==> config.mk <==
export PLATFORM = sky130hd
export DESIGN_NAME = stream_block_accumulator
export DESIGN_NICKNAME = d
export VERILOG_FILES = /design/src/rtl/stream_acc_pkg.sv /design/src/rtl/sync_fifo.sv /design/src/rtl/stream_block_accumulator.sv
export SDC_FILE = /design/constraint.sdc
export NUM_CORES = 1
export LEC_CHECK = 0
export BUFFER_PORTS_ARGS = -buffer_cell sky130_fd_sc_hd__clkbuf_2
export CORE_AREA = 2 2 151 153
export CTS_BUF_LIST = sky130_fd_sc_hd__clkbuf_4 sky130_fd_sc_hd__clkbuf_8
export CTS_CLUSTER_SIZE = 40
export DETAILED_ROUTE_END_ITERATION = 6
export DIE_AREA = 0 0 153 155
export PLACE_DENSITY = 0.68
export SYNTH_ARGS = -nofsm -noshare
export SYNTH_HDL_FRONTEND = slang
export SYNTH_HIERARCHICAL = 1
export SYNTH_SLANG_ARGS = --single-unit
==> constraint.sdc <==
create_clock -name clk -period 7 [get_ports clk]
set_input_delay 0.35 -clock clk [delete_from_list [all_inputs] [get_ports clk]]
set_output_delay 0.35 -clock clk [all_outputs]
set_load 0.01 [all_outputs]
==> src/rtl/stream_acc_pkg.sv <==
// Shared types and helpers for the stream block accumulator.
// Provides default widths, sum/length typedefs and a saturating add.
package stream_acc_pkg;

    localparam int SUM_W_DEF = 32;
    localparam int LEN_W_DEF = 16;

    typedef logic [SUM_W_DEF-1:0] sum_t;
    typedef logic [LEN_W_DEF-1:0] len_t;

    // Unsigned add clamped to 2^w-1; w must be <= 64.
    function automatic logic [63:0] sat_add(
        input logic [63:0] a,
        input logic [63:0] b,
        input int unsigned w
    );
        logic [64:0] s;
        logic [64:0] lim;
        s   = {1'b0, a} + {1'b0, b};
        lim = (65'd1 << w) - 65'd1;
        return (s > lim) ? lim[63:0] : s[63:0];
    endfunction

endpackage

==> src/rtl/sync_fifo.sv <==
// Synchronous FIFO with registered occupancy count.
// Ports: push/push_data write, pop/pop_data read (head, 0 when empty),
// count/full/empty status. Push while full is accepted only with pop.
module sync_fifo #(
    parameter int DEPTH = 4,
    parameter int WIDTH = 32
) (
    input  logic                     clk,
    input  logic                     reset,
    input  logic                     push,
    input  logic [WIDTH-1:0]         push_data,
    input  logic                     pop,
    output logic [WIDTH-1:0]         pop_data,
    output logic [$clog2(DEPTH):0]   count,
    output logic                     full,
    output logic                     empty
);

    localparam int AW = $clog2(DEPTH);
    localparam int CW = AW + 1;

    logic [WIDTH-1:0] mem [DEPTH];
    logic [AW-1:0]    wr_ptr;
    logic [AW-1:0]    rd_ptr;
    logic             do_push;
    logic             do_pop;

    assign full     = (count == CW'(DEPTH));
    assign empty    = (count == '0);
    assign do_pop   = pop & ~empty;
    assign do_push  = push & (~full | do_pop);
    assign pop_data = empty ? '0 : mem[rd_ptr];

    always_ff @(posedge clk) begin
        if (do_push) begin
            mem[wr_ptr] <= push_data;
        end
    end

    // Power-of-two depth: pointers wrap by natural overflow.
    always_ff @(posedge clk) begin
        if (reset) begin
            wr_ptr <= '0;
            rd_ptr <= '0;
            count  <= '0;
        end else begin
            if (do_push) begin
                wr_ptr <= wr_ptr + AW'(1);
            end
            if (do_pop) begin
                rd_ptr <= rd_ptr + AW'(1);
            end
            unique case ({do_push, do_pop})
                2'b10:   count <= count + CW'(1);
                2'b01:   count <= count - CW'(1);
                default: count <= count;
            endcase
        end
    end

endmodule

==> src/rtl/stream_block_accumulator.sv <==
// Sums each group of cfg_group_len input samples and queues one sum per
// group in an output FIFO; flush emits a partial group early.
// Ports: clk, reset (sync, active-high); cfg_group_len, flush;
// in_data/in_valid/in_ready sample stream; out_data/out_valid/out_ready
// result stream; busy = partial group in progress.
// Build option: define STREAM_ACC_SATURATE_EN to clamp sums at 2^SUM_W-1
// instead of wrapping.
module stream_block_accumulator
    import stream_acc_pkg::*;
#(
    parameter int DATA_W    = 32,
    parameter int SUM_W     = SUM_W_DEF,
    parameter int LEN_W     = LEN_W_DEF,
    parameter int OUT_DEPTH = 4
) (
    input  logic              clk,
    input  logic              reset,
    input  logic [LEN_W-1:0]  cfg_group_len,
    input  logic              flush,
    input  logic [DATA_W-1:0] in_data,
    input  logic              in_valid,
    output logic              in_ready,
    output logic [SUM_W-1:0]  out_data,
    output logic              out_valid,
    input  logic              out_ready,
    output logic              busy
);

    localparam int CNT_W = $clog2(OUT_DEPTH) + 1;

    logic [LEN_W-1:0] cnt;
    logic [LEN_W-1:0] len_q;
    logic [LEN_W-1:0] len_eff;
    logic [LEN_W-1:0] len_cur;
    logic [SUM_W-1:0] acc;
    logic [SUM_W-1:0] acc_nxt;
    logic [SUM_W-1:0] push_data;
    logic [CNT_W-1:0] fifo_count;
    logic             fifo_full;
    logic             fifo_empty;
    logic             flush_pend;
    logic             flush_req;
    logic             accept;
    logic             pop;
    logic             push;
    logic             last;
    logic             room;
    logic             partial;

    assign len_eff = (cfg_group_len == '0) ? LEN_W'(1) : cfg_group_len;
    // First sample of a group uses the live config, later ones the latch.
    assign len_cur = (cnt == '0) ? len_eff : len_q;
    assign last    = (cnt == len_cur - LEN_W'(1));
    assign partial = (cnt != '0);

`ifdef STREAM_ACC_SATURATE_EN
    // Unsigned adds never decrease, so a clamped acc stays clamped
    // for the rest of the group.
    assign acc_nxt = SUM_W'(sat_add(64'(acc), 64'(in_data), SUM_W));
`else
    assign acc_nxt = acc + SUM_W'(in_data);
`endif

    // A pending flush blocks new samples so the partial sum stays intact.
    assign in_ready  = ~reset & ~fifo_full & ~flush_pend;
    assign accept    = in_valid & in_ready;
    assign pop       = out_valid & out_ready;
    assign flush_req = flush | flush_pend;
    assign room      = ~fifo_full | pop;
    assign push_data = accept ? acc_nxt : acc;
    assign push      = (accept & (last | flush))
                     | (~accept & flush_req & partial & room);
    assign busy      = partial;
    assign out_valid = ~fifo_empty;

    always_ff @(posedge clk) begin
        if (reset) begin
            acc        <= '0;
            cnt        <= '0;
            len_q      <= LEN_W'(1);
            flush_pend <= 1'b0;
        end else if (accept) begin
            if (cnt == '0) begin
                len_q <= len_eff;
            end
            if (last | flush) begin
                acc <= '0;
                cnt <= '0;
            end else begin
                acc <= acc_nxt;
                cnt <= cnt + LEN_W'(1);
            end
            flush_pend <= 1'b0;
        end else if (flush_req & partial) begin
            if (room) begin
                acc        <= '0;
                cnt        <= '0;
                flush_pend <= 1'b0;
            end else begin
                flush_pend <= 1'b1;
            end
        end else begin
            flush_pend <= 1'b0;
        end
    end

    sync_fifo #(
        .DEPTH (OUT_DEPTH),
        .WIDTH (SUM_W)
    ) u_out_fifo (
        .clk       (clk),
        .reset     (reset),
        .push      (push),
        .push_data (push_data),
        .pop       (pop),
        .pop_data  (out_data),
        .count     (fifo_count),
        .full      (fifo_full),
        .empty     (fifo_empty)
    );

endmodule

==> results of run 1 <==
-- worst register-to-register path, delay by kind of cell, from the launching register on --
family | cells | cell delay (ns)
buffers and inverters | 4 | 0.59
AOI/OAI and AO/OA | 5 | 0.77
and+or+nand+nor | 11 | 3.55
DFF | 1 | 0.34
adders and majority gates | 3 | 0.62
-- sequential cells by signal (all words and copies together), names as in the netlist, named ones only --
register and flops:
u_out_fifo/mem 128, acc 32, cnt 16, len_q 16
u_out_fifo/count 3, u_out_fifo/rd_ptr 2, u_out_fifo/wr_ptr 2, flush_pend 1
-- routing by layer --
metal	track usage, %	up-vias	share of wire, %
li1	-	3937	-
met1	28.74	3857	46
met2	34.81	232	47
met3	3.426	49	5.2
met4	6.393	0	2.2
met5	0	-	0
-- how the worst min path moves through the flow --
stage	cells past startpoint	endpoint
after floorplan	2	acc[10]$_SDFFE_PP0P_
after global placement	2	acc[3]$_SDFFE_PP0P_
after detailed placement	2	acc[8]$_SDFFE_PP0P_
after CTS	3	len_q[5]$_SDFFE_PP0P_
after global routing	3	len_q[13]$_SDFFE_PP0P_
final	3	len_q[15]$_SDFFE_PP0P_
-- cell type report --
| class | instances | area [µm²] |
|---|---|---|
| multi-input cells | 722 | 5231 |
| clock buffers | 47 | 584.3 |
| inverters | 28 | 107.6 |
| flip-flops and latches | 202 | 5326 |
| well taps | 285 | 356.6 |
| repair buffers | 101 | 540.5 |
| fillers | 1913 | 9892 |
| clock inverters | 16 | 188.9 |
-- through the flow --
stage | utilization, % | worst slack [ns] | power, W | hold slack (ns) | std cells
floorplan | - | 1.440 | 0.001793 | 0.4466 | 1003
global placement | 52.02 | 1.285 | 0.001946 | 0.4558 | 1338
detailed placement | 52.02 | 1.127 | 0.001956 | 0.4615 | 1338
CTS | 55.50 | 1.086 | 0.003144 | 0.05750 | 1401
global route | 55.50 | 0.6512 | 0.003259 | 0.09132 | 1401
finish | 55.50 | 1.045 | 0.003119 | 0.07481 | 1401
-- kinds of logic (layout without fill, tap and decap cells) --
family,after synthesis,in the layout,synth area share [%]
fa+ha+maj,40,40,4.718
mux,56,56,8.875
buf+inv,79,192,3.527
compound gates,243,243,14.17
xor+xnor,49,49,3.928
simple gates,334,334,16.04
flops,202,202,48.74
-- power by group through the flow --
| stage | registers [W] | logic [W] | clock network, W |
|---|---|---|---|
| after floorplan | 0.00141 | 0.000388 | 0 |
| final | 0.00140 | 0.000541 | 0.00118 |
| after CTS | 0.00139 | 0.000540 | 0.00121 |
| after detailed placement | 0.00142 | 0.000537 | 0 |
| after global routing | 0.00140 | 0.000596 | 0.00126 |
| after global placement | 0.00142 | 0.000529 | 0 |
-- cells in the mapped netlist, drive strengths merged, types with 5 or more instances --
master,n
clkbuf,24
and2,5
xnor2,30
nor3,23
dfxtp,74
nor4,9
ha,38
a211oi,6
and4,5
nand3,32
nor2,41
mux2,7
a22o,6
o21ai,94
o21bai,7
a31o,5
o21a,10
buf,27
mux4,32
inv,28
xor2,19
a21o,21
mux2i,17
and3,13
edfxtp,128
a31oi,16
nand2b,23
o31ai,10
nor2b,41
nand2,105
nand4,5
a21oi,34
or3,11
-- layout by cell type (no fill, tap or decap), types with 31 or more instances in the layout --
master,n
sky130_fd_sc_hd__mux4_2,32
sky130_fd_sc_hd__clkbuf_8,37
sky130_fd_sc_hd__o21ai_1,31
sky130_fd_sc_hd__ha_1,38
sky130_fd_sc_hd__o21ai_0,62
sky130_fd_sc_hd__nor2_1,41
sky130_fd_sc_hd__edfxtp_1,128
sky130_fd_sc_hd__clkbuf_2,87
sky130_fd_sc_hd__nand3_1,32
sky130_fd_sc_hd__nor2b_1,40
sky130_fd_sc_hd__nand2_1,104
sky130_fd_sc_hd__a21oi_1,34
sky130_fd_sc_hd__dfxtp_1,73
==> impl_summary.txt, run 1 <==
----------------------------------------------------
[Timing]
  Fin Clk Skew ... 0.03588 ns
  Minimum period implied by the final worst setup slack ... ~6.0 ns
  Tightest Pin Transition ... 0.8108 ns
  Max frequency ... 167.9 MHz
  Unrepaired setup endpoints after global routing ... false
  Rel. slew slack ... a little under half
  Setup TNS after final layout ... 0 ns
  Post-route clock period utilization ... 85.07%
  Setup violation total in the final timing report ... 0
  Max Transition Viols Final ... 0
  Final Hold Vio Count ... 0

[CTS]
  Post-CTS Setup Repair Bufs ... 0
  Level count of the clock H-tree ... 2
  Buffer depth of the longest clock path ... 3
  Clock latency reported for the late side of the worst-skew pair ... between 0.5 and 0.6 ns
  Buffer cell driving the clock tree root ... sky130_fd_sc_hd__clkbuf_8
  Clock tree from TritonCTS ... done
  Number of hold-repair buffers added at the cts stage ... 0
  Number of gates resized after CTS ... 0
  Clock Pin Slew Worst Setup and Hold Paths ... 0.06 ns
  CTS Buf Count ... 35
  Number of clock sinks seen by CTS ... approximately 200

[Critical path]
  Worst setup slack for register-to-register paths ... between 1 and 1.5 ns
  Depth of the critical timing path with buffers and inverters included ... 23
  Worst setup path end ... u_out_fifo/count[2]$_SDFFE_PP0P_
  Startpoint of the worst register-to-register path ... cnt[0]$_SDFFE_PP0P_
  Crit Path Category ... reg2reg
  Cells along the critical path ... inv_1, ha_1, nor4b_4, and4_1, inv_4, a211o_1, o21ai_2, ha_1, nor2b_1, and4_1, o22ai_1, a2bb2oi_1, or4_1, or4_4, and2_1, nor2_1, buf_4, inv_1, nand2b_1, fa_1, nand2b_1, or3b_1, a31oi_1
  Crit-path slowest cell ... sky130_fd_sc_hd__or4_4
  Depth of the most critical reg-to-reg path ... 23
  Critical Path AT ... 6.39 ns
  Maximum fanout along the worst path ... 22
  Crit path from ... cnt[0]$_SDFFE_PP0P_
  Worst reg2reg endpoint ... u_out_fifo/count[2]$_SDFFE_PP0P_
  Kind of cell with the highest combined delay on the critical path ... simple AND/OR/NAND/NOR gates
  WP data required ... 7.44 ns
  Crit start category ... flop
  Critical path buffer and inverter count ... 4
  Critical path capture point type ... flop
  Worst path max stage delay ... 0.64 ns

[Logic synthesis]
  Mean area per synthesized cell ... about 11 µm²
  Cell accounting for the most synthesized area ... sky130_fd_sc_hd__edfxtp_1
  Syn nets ... about 1.1k
  Top cell type's share of synthesized area ... 35.18%
  Proportion of synthesized chip area in sequential cells ... 48.74%
  Number of synthesized flops with an enable pin ... 128
  FFs w/ async S/R, synth ... 0%
  Top cells by area in the synthesized netlist ... sky130_fd_sc_hd__edfxtp_1, sky130_fd_sc_hd__dfxtp_1, sky130_fd_sc_hd__mux4_2
  Netlist cell types ... 79
  Mapped Cells ... 1003
  Prevailing post-synth register cell ... sky130_fd_sc_hd__edfxtp_1
  Combined area of all synthesized cells ... 10930 µm²
  Yosys synthesis warning count ... 6
  Synthesized flop and latch total ... 202

[Detailed routing]
  Number of vias per cell ... about 5.8
  Final wirelength ... between 20 and 30 mm
  Routed length per placed instance ... 18.08 µm
  Number of violations reported at the end of detailed-routing iteration 0 ... approximately 700
  Residual DRC count ... 0
  Via Count ... 8075
  Detailed Routing Iterations Pass 1 ... 5
  Post-route antenna net violation count ... 0

[Run status]
  Status ... complete, no violations

[Floorplan]
  Area of the placeable core ... 22230 µm²
  Die Span Y ... 155 µm
  Starting utilization of the core area ... 49.15%
  Placement Rows ... 55
  Total die area ... 23720 µm²
  Die W ... 153 µm
  Number of placed I/O pins ... roughly 90

[Pwr]
  Worst vdd ir ... 177.0 µV
  Switching power total ... 0.0008489 W
  P per Cell Area ... 252.8 nW/µm²
  Switch share ... between 20% and 30%
  Fraction of power consumed by combinational cells ... 17.3%
  Leakage ... roughly 4.7 nW
  Clock power share ... 37.9%
  Sequential share of power ... 44.7%
  Internal power summed over all cells ... between 0.002 and 0.0025 W

[Finish]
  # diodes ... 0
  Final standard cell area without fillers ... 12340 µm²
  Layout cell share with drive strength beyond 1 ... around a fifth
  Final-stage net count ... 1183
  Synthesis-to-finish area growth ... 12.91%

[GRT]
  Vias in the first global route ... 7775
  Global router's overall resource usage ... 21.03%
  Largest net degree at the start of global routing ... 71
  First-pass GRT wire length ... 40.16 mm
  Congestion Overflow GR ... 0
  Number of antenna violations at the first check in global routing ... 0

[Placed design]
  Detailed placer's ending HPWL ... between 15 and 20 mm
  Number of I/O port buffers ... 87
  Routability-driven placement congestion ratio ... between 0.8 and 0.9
  Post-detailed-placement cell area ... 11560 µm²

[Hold path]
  HP Start ... cfg_group_len[15]
  Path type of the worst min-delay path ... in2reg

[Run]
  Max Cap Viol ... 0

----------------------------------------------------
Note: power is estimated with default switching activity, not from simulation.
==> inputs of run 2 (changes only) <==
==> constraint.sdc (replaced) <==
create_clock -name clk -period 7.4 [get_ports clk]
set_input_delay 0.37 -clock clk [delete_from_list [all_inputs] [get_ports clk]]
set_output_delay 0.37 -clock clk [all_outputs]
set_load 0.01 [all_outputs]
==> impl_summary.txt, run 2 (synthesis results as in run 1) <==
----------------------------------------------------
[Pwr]
  P per Cell Area ... 239.1 nW/µm²
  Worst vdd ir ... 131.2 µV
  Leakage ... 4.700 nW

[Floorplan]
  Starting utilization of the core area ... 49.15%
  Total die area ... about 24000 µm²
  Number of placed I/O pins ... 88
  Area of the placeable core ... approximately 22000 µm²
  Die W ... 153 µm
  Placement Rows ... 55
  Die Span Y ... approximately 160 µm

[Timing]
  Unrepaired setup endpoints after global routing ... false
  Max Transition Viols Final ... 0
  Setup WS post-layout ... ~0.92 ns
  Setup TNS after final layout ... 0 ns
  Tightest Pin Transition ... 1.074 ns
  Final Hold Vio Count ... 0
  Setup violation total in the final timing report ... 0
  Max frequency ... around 150 MHz
  Post-route clock period utilization ... 87.51%
  Minimum period implied by the final worst setup slack ... 6.476 ns
  Fin Clk Skew ... between 0.02 and 0.025 ns
  Rel. slew slack ... 28.23%

[CTS]
  Clock tree from TritonCTS ... done
  Number of clock sinks seen by CTS ... 202
  Clock latency reported for the late side of the worst-skew pair ... 0.52 ns
  Level count of the clock H-tree ... 2
  CTS Buf Count ... 36
  Number of hold-repair buffers added at the cts stage ... 0
  Buffer cell driving the clock tree root ... sky130_fd_sc_hd__clkbuf_8
  Number of gates resized after CTS ... 0
  Buffer depth of the longest clock path ... 3
  Clock Pin Slew Worst Setup and Hold Paths ... 0.07 ns
  Post-CTS Setup Repair Bufs ... 0

[Finish]
  Final standard cell area without fillers ... ~12000 µm²
  Layout cell share with drive strength beyond 1 ... 18.87%
  Most common cell after layout, fill and taps aside ... sky130_fd_sc_hd__edfxtp_1
  Flip-flop count of the largest register, all copies and words added ... 128
  Core occupancy in the finished layout ... 55.58%
  Synthesis-to-finish area growth ... 13.07%
  Register with the most flip-flops ... u_out_fifo/mem
  # diodes ... 0
  Count of filler cells inserted in the layout ... 1896
  Largest registers ranked by flip-flop count ... u_out_fifo/mem: 128 flops, acc: 32 flops
  Final-stage net count ... 1183
  Most frequent cells in the layout ... sky130_fd_sc_hd__edfxtp_1, sky130_fd_sc_hd__nand2_1, sky130_fd_sc_hd__clkbuf_2

[Critical path]
  Depth of the critical timing path with buffers and inverters included ... 16
  Maximum fanout along the worst path ... 27
  Kind of cell with the highest combined delay on the critical path ... simple AND/OR/NAND/NOR gates
  Crit-path slowest cell ... sky130_fd_sc_hd__nor2_1
  Worst path max stage delay ... 0.65 ns
  Critical path buffer and inverter count ... 2
  Cell repeated most along the worst path ... sky130_fd_sc_hd__and4_1
  Cells along the critical path ... nor3_1, and4_1, inv_4, a211o_1, o21ai_2, ha_1, nor2b_1, and4_1, o22ai_1, a2bb2oi_1, or4_1, or4_4, and2_1, nor2_1, and3_1, buf_4
  Critical Path AT ... 6.63 ns
  Crit Path Category ... reg2reg
  Crit start category ... flop
  WP data required ... 7.56 ns
  Depth of the most critical reg-to-reg path ... 16
  Critical path capture point type ... flop

[Placed design]
  Routability-driven placement congestion ratio ... about 0.86
  Pre-CTS worst setup slack ... just under 1 ns
  Post-detailed-placement cell area ... 11550 µm²
  Detailed placer's ending HPWL ... 17.68 mm
  Number of I/O port buffers ... 87

[Detailed routing]
  Routed length per placed instance ... about 18 µm
  Final wirelength ... approximately 26 mm
  Post-route antenna net violation count ... 0
  Number of vias per cell ... just under 6
  Residual DRC count ... 0
  Detailed Routing Iterations Pass 1 ... 5
  Number of violations reported at the end of detailed-routing iteration 0 ... 611
  Via Count ... 8173

[Run status]
  Status ... complete, no violations

[GRT]
  First-pass GRT wire length ... 40.77 mm
  Congestion Overflow GR ... 0
  Largest net degree at the start of global routing ... 71
  Vias in the first global route ... 7795
  Global router's overall resource usage ... 21.41%
  Number of antenna violations at the first check in global routing ... 0

[Hold path]
  Path type of the worst min-delay path ... in2reg
  Worst hold path cell count ... 3

[Run]
  Max Cap Viol ... 0

----------------------------------------------------
## run 2: final timing paths
check / slack [ns] / endpoint / from
worst max-delay path: 0.92 / u_out_fifo/mem[3][20]$_DFFE_PP_ / cnt[12]$_SDFFE_PP0P_
worst min-delay path: 0.1 / len_q[13]$_SDFFE_PP0P_ / cfg_group_len[13]
worst max register to register: 0.92 / u_out_fifo/mem[3][20]$_DFFE_PP_ / cnt[12]$_SDFFE_PP0P_
worst min register to register: 0.47 / acc[3]$_SDFFE_PP0P_ / acc[3]$_SDFFE_PP0P_
## run 2: where the power goes
| group | internal [W] | leakage, nW | switching (W) |
|---|---|---|---|
| Sequential | 0.00128 | 1.79 | 0.0000353 |
| Combinational | 0.000201 | 2.49 | 0.000308 |
| Clock | 0.000676 | 0.415 | 0.000449 |
| Total | 0.00216 | 4.70 | 0.000792 |
## run 2: tightest hold or removal path, delay by kind of cell
kind | cells | cell delay, ns
buf+inv | 1 | 0.11
compound gates | 1 | 0.05
simple gates | 1 | 0.05
## run 2: metal layers
metal  GRT usage (%)  vias up  wire length (µm)
met3           3.788       48              1309
met1           28.74     3949             11460
met2           35.72      232             12270
li1                -     3944                 -
met5               0        -                 0
met4           6.702        0               507
## run 2: layout make-up
class / count / area (µm²) / share of cell area, %
Sequential cell: 202 / 5326 / 43.12
Multi-Input combinational cell: 722 / 5231 / 42.35
Clock buffer: 53 / 654.4 / 5.297
Timing Repair Buffer: 100 / 533.0 / 4.315
Tap cell: 285 / 356.6 / 2.887
Clock inverter: 13 / 143.9 / 1.165
Inverter: 28 / 107.6 / 0.8711
## run 2: metrics by stage
step / instances / power [W] / hold WS, ns
2_1_floorplan: 1003 / 0.001696 / 0.4466
3_3_place_gp: 1337 / 0.001841 / 0.4543
3_5_place_dp: 1337 / 0.001850 / 0.4644
4_1_cts: 1403 / 0.002981 / 0.07283
5_1_grt: 1403 / 0.003096 / 0.1109
6_report: 1403 / 0.002954 / 0.09587
